===== config.mk =====
export PLATFORM = sky130hd
export DESIGN_NAME = fifo_read_ctrl
export DESIGN_NICKNAME = d
export VERILOG_FILES = /design/src/rtl/fifo_read_ctrl.sv
export SDC_FILE = /design/constraint.sdc
export NUM_CORES = 1
export LEC_CHECK = 0
export CAP_MARGIN = 20
export CORE_AREA = 2 2 63 65
export CTS_BUF_LIST = sky130_fd_sc_hd__clkbuf_8 sky130_fd_sc_hd__clkbuf_16
export DETAILED_ROUTE_END_ITERATION = 12
export DIE_AREA = 0 0 65 67
export GPL_ROUTABILITY_DRIVEN = 0
export PLACE_DENSITY_LB_ADDON = 0.05
export SETUP_SLACK_MARGIN = 0.02
export SYNTH_ARGS = -nofsm -noshare
export SYNTH_HDL_FRONTEND = slang
export SYNTH_SLANG_ARGS = --single-unit
export TNS_END_PERCENT = 20

===== constraint.sdc =====
create_clock -name clk -period 4.2 [get_ports clk]
set_clock_uncertainty 0.15 [all_clocks]
set_input_delay 0.63 -clock clk [delete_from_list [all_inputs] [get_ports clk]]
set_output_delay 0.63 -clock clk [all_outputs]
set_load 0.05 [all_outputs]

===== src/rtl/fifo_read_ctrl.sv =====
// fifo_read_ctrl: read side of the 16x8 FIFO storage.
// Counts entries committed by the write side, fetches them from the registered
// storage in order, and delivers them on a valid/ready stream through a
// two-entry output buffer. Fetches are credit-limited so that the buffer can
// never receive a capture it has no room for.
module fifo_read_ctrl #(
  parameter int DATA_W = 8,
  parameter int DEPTH  = 16,
  parameter int ADDR_W = 4
) (
  input  logic              clk,
  input  logic              rst,
  input  logic              wr_pulse,
  output logic [ADDR_W-1:0] read_address,
  output logic              rd_en,
  input  logic [DATA_W-1:0] mem_data,
  output logic [DATA_W-1:0] out_data,
  output logic              out_valid,
  input  logic              out_ready,
  output logic [ADDR_W:0]   level,
  output logic              empty,
  output logic              full,
  output logic              overflow
);

  // Output buffer occupancy states
  localparam logic [1:0] BUF_EMPTY = 2'd0;
  localparam logic [1:0] BUF_ONE   = 2'd1;
  localparam logic [1:0] BUF_TWO   = 2'd2;

  localparam logic [ADDR_W:0] LEVEL_FULL = (ADDR_W+1)'(DEPTH);
  localparam logic [ADDR_W:0] LEVEL_ZERO = {(ADDR_W+1){1'b0}};
  localparam logic [ADDR_W:0] LEVEL_ONE  = {{ADDR_W{1'b0}}, 1'b1};

  logic [ADDR_W:0]   level_r;
  logic [ADDR_W-1:0] rd_ptr_r;
  logic              inflight_r;
  logic [1:0]        buf_cnt_r;
  logic [1:0]        buf_cnt_nxt_s;
  logic [DATA_W-1:0] buf_head_r;
  logic [DATA_W-1:0] buf_tail_r;
  logic              overflow_r;
  logic              pop_s;
  logic              fetch_s;
  logic              capture_s;
  logic [2:0]        credit_s;

  assign out_valid    = (buf_cnt_r != BUF_EMPTY);
  assign out_data     = buf_head_r;
  assign read_address = rd_ptr_r;
  assign rd_en        = fetch_s;
  assign level        = level_r;
  assign empty        = (level_r == LEVEL_ZERO);
  assign full         = (level_r == LEVEL_FULL);
  assign overflow     = overflow_r;
  assign capture_s    = inflight_r;

  // Fetch decision: entries waiting and room for them once pops are counted
  always_comb begin
    pop_s    = out_valid & out_ready;
    credit_s = {1'b0, buf_cnt_r} + {2'b00, inflight_r} - {2'b00, pop_s};
    if ((level_r != LEVEL_ZERO) && (credit_s < 3'd2)) begin
      fetch_s = 1'b1;
    end else begin
      fetch_s = 1'b0;
    end
  end

  // Next occupancy of the output buffer from capture/pop
  always_comb begin
    buf_cnt_nxt_s = buf_cnt_r;
    case (buf_cnt_r)
      BUF_EMPTY: begin
        if (capture_s) buf_cnt_nxt_s = BUF_ONE;
        else           buf_cnt_nxt_s = BUF_EMPTY;
      end
      BUF_ONE: begin
        if (capture_s && !pop_s)      buf_cnt_nxt_s = BUF_TWO;
        else if (!capture_s && pop_s) buf_cnt_nxt_s = BUF_EMPTY;
        else                          buf_cnt_nxt_s = BUF_ONE;
      end
      BUF_TWO: begin
        if (pop_s && !capture_s) buf_cnt_nxt_s = BUF_ONE;
        else                     buf_cnt_nxt_s = BUF_TWO;
      end
      default: buf_cnt_nxt_s = BUF_EMPTY;
    endcase
  end

  // Storage-side bookkeeping: level, read pointer, in-flight flag, overflow
  always_ff @(posedge clk) begin
    if (rst) begin
      level_r    <= LEVEL_ZERO;
      rd_ptr_r   <= {ADDR_W{1'b0}};
      inflight_r <= 1'b0;
      overflow_r <= 1'b0;
    end else begin
      inflight_r <= fetch_s;
      if (fetch_s) begin
        // power-of-two depth: natural wrap from DEPTH-1 to 0
        rd_ptr_r <= rd_ptr_r + {{(ADDR_W-1){1'b0}}, 1'b1};
      end else begin
        rd_ptr_r <= rd_ptr_r;
      end
      if (wr_pulse && !fetch_s) begin
        if (level_r == LEVEL_FULL) begin
          level_r    <= LEVEL_FULL;
          overflow_r <= 1'b1;
        end else begin
          level_r    <= level_r + LEVEL_ONE;
        end
      end else if (!wr_pulse && fetch_s) begin
        level_r <= level_r - LEVEL_ONE;
      end else begin
        level_r <= level_r;
      end
    end
  end

  // Output buffer: head is the oldest entry and drives out_data
  always_ff @(posedge clk) begin
    if (rst) begin
      buf_cnt_r  <= BUF_EMPTY;
      buf_head_r <= {DATA_W{1'b0}};
      buf_tail_r <= {DATA_W{1'b0}};
    end else begin
      buf_cnt_r <= buf_cnt_nxt_s;
      case (buf_cnt_r)
        BUF_EMPTY: begin
          if (capture_s) buf_head_r <= mem_data;
          else           buf_head_r <= buf_head_r;
        end
        BUF_ONE: begin
          if (capture_s && pop_s) buf_head_r <= mem_data;
          else if (capture_s)     buf_tail_r <= mem_data;
          else                    buf_head_r <= buf_head_r;
        end
        BUF_TWO: begin
          // the fetch credit keeps capture out of this state; handled anyway
          if (pop_s) begin
            buf_head_r <= buf_tail_r;
            if (capture_s) buf_tail_r <= mem_data;
            else           buf_tail_r <= buf_tail_r;
          end else begin
            buf_head_r <= buf_head_r;
          end
        end
        default: begin
          buf_head_r <= {DATA_W{1'b0}};
          buf_tail_r <= {DATA_W{1'b0}};
        end
      endcase
    end
  end

endmodule


# --- After elaboration in Yosys (flattened, before gate mapping) ---
# Cells that the tools add are included.
word_totals:
  reg_bits: 29
  in_bits: 12
  out_inout_bits: 22
  wordCells: 57
classes:
  addsub: 5
  n_lt_le_gt_ge: 1
  n_eq_ne: 7
  muxes: 17
  bitwise: 2
  reduce_logical: 18
ops:
  columns: ["op", "n"]
  rows:
  - ["8-bit two-way mux", 6]
  - ["8-bit one-hot mux with 3 select lines", 2]
  - ["5-bit two-way mux", 3]
  - ["2-bit != test (second input constant)", 4]
  - ["1-bit logical AND", 6]
  - ["2-bit one-hot mux with 3 select lines", 1]
  - ["3-bit AND reduction", 2]
  - ["5-bit by 1-bit adder with 5-bit output (second input constant)", 1]
  - ["5-bit == test (second input constant)", 1]
  - ["5-bit zero test", 1]
  - ["5-bit nonzero test", 1]
  - ["5-bit by 1-bit subtractor with 5-bit output (second input constant)", 1]
  - ["4-bit by 1-bit adder with 4-bit output (second input constant)", 1]
  - ["1-bit zero test", 4]
  - ["2-bit two-way mux", 2]
  - ["2-bit nonzero test", 2]
  - ["2-bit by 1-bit adder with 3-bit output", 1]
  - ["3-bit by 2-bit less-than comparator with 1-bit output (second input constant)", 1]
  - ["1-bit two-way mux", 3]
  - ["3-bit by 1-bit subtractor with 3-bit output", 1]
  - ["2-bit by 1-bit == test with 1-bit output (second input constant)", 1]
  - ["2-bit == test (second input constant)", 1]
  - ["2-bit zero test", 1]
  - ["2-bit AND reduction", 1]
  - ["other kinds (2)", 2]

# --- Longest topological paths before layout ---
# Gate-level depths: netlist of run 1.
depth:
  ltp_word: 9
  depth_mapped: 17
  depth_no_buf: 14

# --- Least setup slack after synthesis of run 1 ---
# No wires, ideal clock.
synth_path:
  path_kind: "reg2reg"
  start: "reg buf_cnt_r[1]"
  end: "reg level_r[2], in the netlist level[2]"
  setup_time_ns: 0.074
  arrival_time_ns: 4.121
  t_required_ns: 3.976
  slack_ns: -0.145
  path_stages_with_launch: 16
  n_path_buf: 3
  period_less_slack_ns: 4.345
  path_cell_list: "dfxtp_1 inv_1 ha_1 clkbuf_1 inv_1 nand2_1 ha_1 nand2b_1 fa_1 xor2_1 or3b_1 buf_4 ha_1 clkbuf_1 or4b_2 a31oi_1"
synth_via:
  elab_chain_cells: 9
  word_cells_on_any_way: 12
  classes_between: "add/sub (2); order compare (1); mux (2); bitwise (1); reduce/logical (6)"
synth_lines:
  columns: ["element", "line_no", "rtl"]
  rows:
  - ["from (decl)", "38", "logic [1:0] buf_cnt_r;"]
  - ["from (signal assigned)", "127", "buf_cnt_r <= buf_cnt_nxt_s;"]
  - ["2-bit nonzero test (*)", "48", "assign out_valid = (buf_cnt_r != BUF_EMPTY);"]
  - ["via out_valid", "18", "output logic out_valid,"]
  - ["1-bit AND (*)", "60", "pop_s = out_valid & out_ready;"]
  - ["3-bit by 1-bit subtractor with 3-bit output (*)", "61", "credit_s = {1'b0, buf_cnt_r} + {2'b00, inflight_r} - {2'b00, pop_s};"]
  - ["3-bit by 2-bit less-than comparator with 1-bit output (*)", "62", "if ((level_r != LEVEL_ZERO) && (credit_s < 3'd2)) begin"]
  - ["1-bit logical AND (*)", "62", null]
  - ["1-bit two-way mux (*)", "62", null]
  - ["1-bit zero test", "105", "if (wr_pulse && !fetch_s) begin"]
  - ["1-bit logical AND", "105", null]
  - ["5-bit two-way mux / 2-bit nonzero test (equally long branches)", null, null]
  - ["to (signal assigned)", "110", "level_r <= level_r + LEVEL_ONE;"]
  - ["to (signal assigned)", "113", "level_r <= level_r - LEVEL_ONE;"]
  - ["to (signal assigned)", "115", "level_r <= level_r;"]
  - ["to (decl)", "35", "logic [ADDR_W:0] level_r;"]
# Mark *: on every way through the listed nets, which the timed path passes. The rest lies on a longest branch.
# A chain may end at the register's enable or synchronous reset.

# --- Final worst setup path of run 1 ---
layout_path:
  start: "reg buf_cnt_r[1]"
  end: "out rd_en"
layout_via:
  elab_chain_cells: 6
  word_cells_on_any_way: 7
  classes_between: "add/sub (2); order compare (1); mux (1); bitwise (1); reduce/logical (2)"
layout_lines:
  columns: ["element", "line_no", "rtl"]
  rows:
  - ["parallel branches: the longest is 2 deep, another holds 2-bit by 1-bit adder with 3-bit output", null, null]
  - ["3-bit by 1-bit subtractor with 3-bit output (*)", "61", null]
  - ["3-bit by 2-bit less-than comparator with 1-bit output (*)", "62", null]
  - ["1-bit logical AND (*)", "62", null]
  - ["1-bit two-way mux (*)", "62", null]
  - ["to (decl)", "15", "output logic rd_en,"]
# Every way passes the cells marked *.

==> qor.yml, run 1 <==
critical_path:
  crit-reg2reg-capture: "level[2]$_SDFFE_PP0P_"
  timing.critical_path.from: "buf_cnt_r[1]$_SDFF_PP0_"
  worst-endpoint-arrival_ns: 3.01
  critical_path.endpoint: "rd_en"
  critical_path.reg2reg.startpoint: "buf_cnt_r[1]$_SDFF_PP0_"
  required_ns: 3.42
  reg2reg_setup_slack_ns: 0.49
  critical_path_class: "flip-flop to primary output"
  cells_on_worst_reg2reg_path: 12
  setup.worst_path.start_class: "flip-flop"
  path_max_fanout: 5
  critical_path.endpoint_type: "primary output"
die:
  design.core.area_um2: 3606
  core.rowCount: 22
  pin_count: 34
  initial_core_util_pct: 44.76
  area_of_the_die_um2: 4355
  die_height_um: 67
  floorplan.die.width_um: 65
placed_design:
  post-place-ws_ns: 0.2222
  buffer_ports.inserted: 33
  post-dp-hpwl_mm: 2.613
power:
  vdd.ir_drop.worst_v: 0.0006188
  power.switching_mw: 0.7883
  power.share.clock_pct: 15.2
  p_per_area_nw_per_um2: 802.4
  seq_power_share_pct: 24.6
  report.power.total_mw: 1.667
  p_sw_share_pct: 47.30
  power.share.combinational_pct: 60.2
  p_int_mw: 0.8783
  p_leak_nw: 0.7871
min_path:
  hold_path_class: "flip-flop to flip-flop"
routing:
  drt.antenna.violating_nets: 0
  dr.first_iter.drc_count: 127
  drt_pre_antenna_iters: 4
  drt_wl_total_mm: 3.678
  detail_routed_via_count_per_cell: 5.380
  routedWlPerCell_um: 13.33
  post-route-drc-count: 0
  routed-via-count: 1485
global_route:
  via_count_of_the_first_global_routing_pass: 1421
  grt_antenna_before_repair: 0
  grt_max_degree: 22
  first_pass_grt_wire_length_mm: 6.306
  grtUsageTotal_pct: 19.34
  global_route.overflow_total: 0
clock_network:
  numCtsBuffers: 5
  cts_tree: "built"
  ctsHtreeMaxLevel: 2
  cts_hold_buffers: 0
  post-cts-setup-buffer-count: 0
  cts.repair.resized: 0
  clock_tree_buf_depth: 2
  tritoncts_num_sinks: 29
  ctsRootBufferMaster: "clkbuf_8"
  clock_insertion_delay_worst_skew_ns: 0.28
  clk_pin_slew_ns: 0.07
run_status:
  status: "finished clean"
synthesis:
  netlist.top_cell.by_area: "dfxtp_1"
  synth.area.top_cells: "dfxtp_1, a21oi_1, ha_1, nand2_1, nand3_1"
  synthesis.area_um2: 1614
  syn_inst: 196
  seq_area_frac_synth_pct: 35.97
  yosys.cell_types.count: 38
  synth.net_count: 218
  ys_seq_elements: 29
  netlist.area_leader.share_pct: 35.97
  synthesis.yosys.warnings: 0
  postSynthAreaPerCell_um2: 8.235
finish:
  final_util_pct: 57.60
  area_growth_syn_to_layout_pct: 28.68
  layout.filler_cells: 330
  post_layout_net_count: 249
  post_route_cells_drive_above_1_share_pct: 10.96
  antennaDiodeCount: 0
timing:
  max_clock_freq_mhz: 263.5
  period_share_pct: 90.36
  rsz_0062_raised_after_global_routing: "no"
  slew_headroom_pct: 49.21
  setup_viol: 0
  report.final.hold_viol_count: 0
  worst_max_slew_pin_slew_ns: 0.7595
  fin_ws_ns: 0.4051
  tns_ns: 0
  crit_path_time_final_ns: 3.795
  timing.final.max_slew_violations: 0
run:
  maxCapViolations: 0
power by group through the flow:
stage / combinational, mW / clock (mW) / sequential (mW)
floorplan: 0.566 / 0 / 0.575
global placement: 0.988 / 0 / 0.414
detailed placement: 1.00 / 0 / 0.416
CTS: 1.01 / 0.260 / 0.411
global route: 1.08 / 0.278 / 0.422
finish: 1.00 / 0.253 / 0.410
synthesized netlist by cell type:
master	n
nor4b_2	1
nand3_1	17
nor4_4	1
o2111ai_1	8
fa_1	1
buf_2	3
a22oi_1	1
nand2_1	28
dfxtp_1	29
nor2_1	15
o21ai_0	10
or4b_1	2
clkbuf_1	5
and2b_4	1
xor2_1	3
or4b_2	1
nor2b_1	1
xnor2_1	5
buf_4	1
a211oi_1	1
buf_6	3
a21oi_1	23
a31oi_1	1
inv_1	7
and3_4	1
or4_1	1
buf_1	2
and4bb_4	1
nand4_1	3
a21o_1	2
or2_2	1
nor3_1	2
ha_1	9
or4_4	1
or3b_1	1
a21oi_2	1
nand2b_1	2
mux2i_1	1
how the worst min path moves through the flow:
stage	start	endpoint	slack (ns)	depth (start not counted)
after global placement	buf_tail_r[5]$_SDFFE_PP0P_	buf_tail_r[5]$_SDFFE_PP0P_	0.29	2
after CTS	buf_tail_r[4]$_SDFFE_PP0P_	buf_tail_r[4]$_SDFFE_PP0P_	0.31	2
after floorplan	buf_tail_r[0]$_SDFFE_PP0P_	buf_tail_r[0]$_SDFFE_PP0P_	0.28	2
after global routing	out_data[7]$_SDFFE_PP0P_	out_data[7]$_SDFFE_PP0P_	0.34	2
after detailed placement	buf_tail_r[1]$_SDFFE_PP0P_	buf_tail_r[1]$_SDFFE_PP0P_	0.30	2
final	buf_tail_r[1]$_SDFFE_PP0P_	buf_tail_r[1]$_SDFFE_PP0P_	0.31	2
cell type report:
type | count | area [µm²] | area share [%]
multi-input cells | 146 | 927.1 | 44.64
flip-flops and latches | 29 | 580.6 | 27.95
repair buffers | 38 | 377.9 | 18.19
clock buffers | 7 | 96.34 | 4.639
well taps | 48 | 60.06 | 2.892
inverters | 7 | 30.03 | 1.446
clock inverters | 1 | 5.005 | 0.2410
registers in the layout, indices dropped and copies added, names as in the netlist:
| name | flops |
|---|---|
| buf_cnt_r | 2 |
| buf_tail_r | 8 |
| capture_s | 1 |
| level | 5 |
| out_data | 8 |
| overflow | 1 |
| read_address | 4 |
kinds of logic (layout without fill, tap and decap cells):
| group | Yosys count | after routing | share of synthesized area [%] |
|---|---|---|---|
| AOI/OAI and AO/OA | 47 | 47 | 17.37 |
| xor gates and xnor gates | 8 | 8 | 4.341 |
| adders and majority gates | 10 | 10 | 8.217 |
| buffers and inverters | 21 | 53 | 6.745 |
| DFF | 29 | 29 | 35.97 |
| muxes | 1 | 1 | 0.6202 |
| and+or+nand+nor | 80 | 80 | 26.74 |
critical path, cell delays in order (launching register included):
cell and delay, ns:
dfxtp_1 0.45, inv_1 0.10, ha_1 0.24, clkinvlp_4 0.11, nand2_2 0.06, ha_1 0.28, nand2b_1 0.16, fa_1 0.37
xor2_1 0.17, or3b_1 0.39, buf_4 0.17, inv_1 0.10, buf_12 0.14
stage by stage:
stage               area, µm²  cells  hold slack (ns)
floorplan                1622    196           0.2821
global placement         1976    268           0.2877
detailed placement       1976    268           0.3027
CTS                      2077    276           0.3121
global route             2077    276           0.3409
finish                   2077    276           0.3071
per-layer routing:
| layer | wire [µm] | GRT usage [%] | share of wire, % |
|---|---|---|---|
| met5 | 0 | 0 | 0 |
| met3 | 212 | 6.588 | 5.8 |
| met2 | 1853 | 33.51 | 50 |
| met4 | 22 | 7.181 | 0.60 |
| met1 | 1590 | 21.94 | 43 |
layout by cell type, fill, tap and decap left out, types with 2 or more instances in the layout:
cell	count
nand4_1	3
ha_1	9
xnor2_1	5
o21ai_0	10
a21oi_1	23
clkbuf_8	7
xor2_1	3
buf_4	5
nand3_1	17
a21o_1	2
nor3_1	2
nand2_1	27
nand2b_1	2
o2111ai_1	8
or4b_1	2
nor2_1	15
inv_1	6
dfxtp_1	29
clkdlybuf4s50_1	32
Power figures use the tool's default switching activity.
==> run 2: changes to the inputs <==
--- a/config.mk
+++ b/config.mk
@@ -16,4 +16,3 @@
 export SYNTH_ARGS = -nofsm -noshare
 export SYNTH_HDL_FRONTEND = slang
 export SYNTH_SLANG_ARGS = --single-unit
-export TNS_END_PERCENT = 20
==> results of run 2 <==
No change in the layout: final DEF, timing and power equal those of run 1.
==> run 3: changes to the inputs <==
==> constraint.sdc (replaced) <==
create_clock -name clk -period 3.1 [get_ports clk]
set_clock_uncertainty 0.15 [all_clocks]
set_input_delay 0.465 -clock clk [delete_from_list [all_inputs] [get_ports clk]]
set_output_delay 0.465 -clock clk [all_outputs]
set_load 0.05 [all_outputs]
==> qor.yml, run 3 (synthesis results as in run 1) <==
run_status:
  status: "finished, violations left"
  failed_checks: "negative setup slack"
die:
  initial_core_util_pct: 44.76
  floorplan.die.width_um: 65
  design.core.area_um2: 3606
  area_of_the_die_um2: 4355
  core.rowCount: 22
  die_height_um: 67
  pin_count: 34
placed_design:
  numPlacedInstances: 279
  post-dp-hpwl_mm: 2.864
  postPlaceCellArea_um2: 2117
  buffer_ports.inserted: 33
global_route:
  grt_max_degree: 21
  grtUsageTotal_pct: 20.59
  first_pass_grt_wire_length_mm: 7.031
  global_route.usage.met1_pct: 24.20
  grt-busiest-layer: "met2"
  globalRouteMet2Util_pct: 37.37
  via_count_of_the_first_global_routing_pass: 1538
  grt_antenna_before_repair: 0
  grt_util_met3_pct: 4.392
  global_route.overflow_total: 0
min_path:
  hold_depth: 2
  hold_start: "buf_tail_r[3]$_SDFFE_PP0P_"
  hold_path_class: "flip-flop to flip-flop"
  whs_endpoint: "buf_tail_r[3]$_SDFFE_PP0P_"
finish:
  layout.cells.non_filler: 292
  post_layout_net_count: 265
  mostFrequentLayoutCells: "clkdlybuf4s50_1, nand2_1, dfxtp_1"
  area_growth_syn_to_layout_pct: 43.18
  antennaDiodeCount: 0
  post_route_cells_drive_above_1_share_pct: 22.95
  final_util_pct: 64.09
  most_common_library_cell_in_the_layout_ignoring_fill_and_taps: "clkdlybuf4s50_1"
  final_area_um2: 2311
critical_path:
  reg2reg_setup_slack_ns: -0.15
  critical_path.endpoint_type: "flip-flop"
  crit-reg2reg-capture: "level[4]$_SDFFE_PP0P_"
  required_ns: 3.11
  worst_path_most_repeated_cell: "ha_4"
  cp_cell_sequence: "inv_2 -> ha_4 -> clkinvlp_4 -> nand2_4 -> ha_4 -> nand2b_4 -> fa_2 -> or3b_4 -> ha_4 -> or4b_4 -> a21oi_2 -> xnor2_1 -> nor2_1"
  cp_slowest_cell: "fa_2"
  cpPeakStageDelay_ns: 0.54
  worstPathBufferInverterCount: 2
  cells_on_worst_reg2reg_path: 13
  critical-path-top-delay-family: "simple AND/OR/NAND/NOR gates"
  path_max_fanout: 4
  critical_path.reg2reg.startpoint: "buf_cnt_r[0]$_SDFF_PP0_"
  worst-endpoint-arrival_ns: 3.26
  setup.worst_path.start_class: "flip-flop"
  critical_path_class: "flip-flop to flip-flop"
timing:
  max_clock_freq_mhz: 307.8
  timing.hold.ws_ns: 0.3073
  rsz_0062_raised_after_global_routing: "yes"
  fin_ws_ns: -0.1489
  tns_ns: -0.4691
  slew_headroom_pct: 61.59
  timing.final.max_slew_violations: 0
  crit_path_time_final_ns: 3.249
  period_share_pct: 104.8
  worst_max_slew_pin_slew_ns: 0.5761
  report.final.hold_viol_count: 0
  setup_viol: 4
power:
  vdd.ir_drop.worst_v: 0.0007868
  p_sw_share_pct: 44.02
  power.switching_mw: 1.150
  p_leak_nw: 0.9000
  power.share.combinational_pct: 63.8
  p_per_area_nw_per_um2: 1130
  seq_power_share_pct: 21.1
  p_int_mw: 1.462
  power.share.clock_pct: 15.2
routing:
  detail_routed_via_count_per_cell: 5.281
  drt_pre_antenna_iters: 4
  post-route-drc-count: 0
  drt_wl_total_mm: 3.976
  drt.antenna.violating_nets: 0
  routed-via-count: 1542
  routedWlPerCell_um: 13.62
  dr.first_iter.drc_count: 96
clock_network:
  cts_tree: "built"
  numCtsBuffers: 5
  clock_tree_buf_depth: 2
  ctsRootBufferMaster: "clkbuf_8"
  ctsHtreeMaxLevel: 2
  clock_insertion_delay_worst_skew_ns: 0.27
  tritoncts_num_sinks: 29
  clk_pin_slew_ns: 0.06
run:
  maxCapViolations: 0
==> run 3: what timing repair did <==
action	4_1_cts	5_1_grt
resized for setup	11	2
pin swaps	9	3
hold buffers	0	0
setup endpoints to repair	5	5
buffers inserted	4	1
==> run 3: routing by layer <==
layer  part of all wire (%)  vias up
li1                       -      780
met1                     42      705
met2                     52       51
met3                    5.6        6
met4                    1.3        0
met5                      0        -
==> run 3: final cells by class <==
class                      instances  area (µm²)
multi-input combinational        146        1006
timing repair buffer              54       508.0
fill                             312        1295
inverter                           7       35.03
sequential                        29       585.6
tap                               48       60.06
clock buffer                       6       82.58
clock inverter                     2       33.78
==> run 3: worst reg2reg max path: cells and delay by family, from the launching register on <==
family,cells,cell delay [ns]
flops,1,0.33
xor+xnor,1,0.12
buf+inv,2,0.18
compound gates,1,0.14
simple gates,5,1.15
fa+ha+maj,4,1.07
==> run 3: how the worst max path moves through the flow <==
stage	from	endpoint	slack, ns	cells past startpoint
6_report	buf_cnt_r[0]$_SDFF_PP0_	level[4]$_SDFFE_PP0P_	-0.15	13
3_3_place_gp	out_ready	level[4]$_SDFFE_PP0P_	-0.54	11
5_1_grt	buf_cnt_r[0]$_SDFF_PP0_	level[4]$_SDFFE_PP0P_	-0.24	13
4_1_cts	buf_cnt_r[1]$_SDFF_PP0_	level[4]$_SDFFE_PP0P_	-0.16	13
3_5_place_dp	out_ready	level[4]$_SDFFE_PP0P_	-0.59	11
2_1_floorplan	buf_cnt_r[1]$_SDFF_PP0_	level[2]$_SDFFE_PP0P_	-0.80	14
==> run 3: stage by stage <==
stage / power [mW] / setup slack, ns
after floorplan: 1.655 / -0.8010
after global placement: 2.024 / -0.5397
after detailed placement: 2.059 / -0.5861
after CTS: 2.592 / -0.1573
after global routing: 2.784 / -0.2435
final: 2.612 / -0.1489
==> run 3: power by group through the flow <==
stage | Combinational (mW) | Sequential (mW) | Clock (mW)
2_1_floorplan | 0.869 | 0.786 | 0
3_3_place_gp | 1.48 | 0.549 | 0
3_5_place_dp | 1.50 | 0.554 | 0
4_1_cts | 1.64 | 0.550 | 0.406
5_1_grt | 1.79 | 0.565 | 0.425
6_report | 1.67 | 0.550 | 0.396
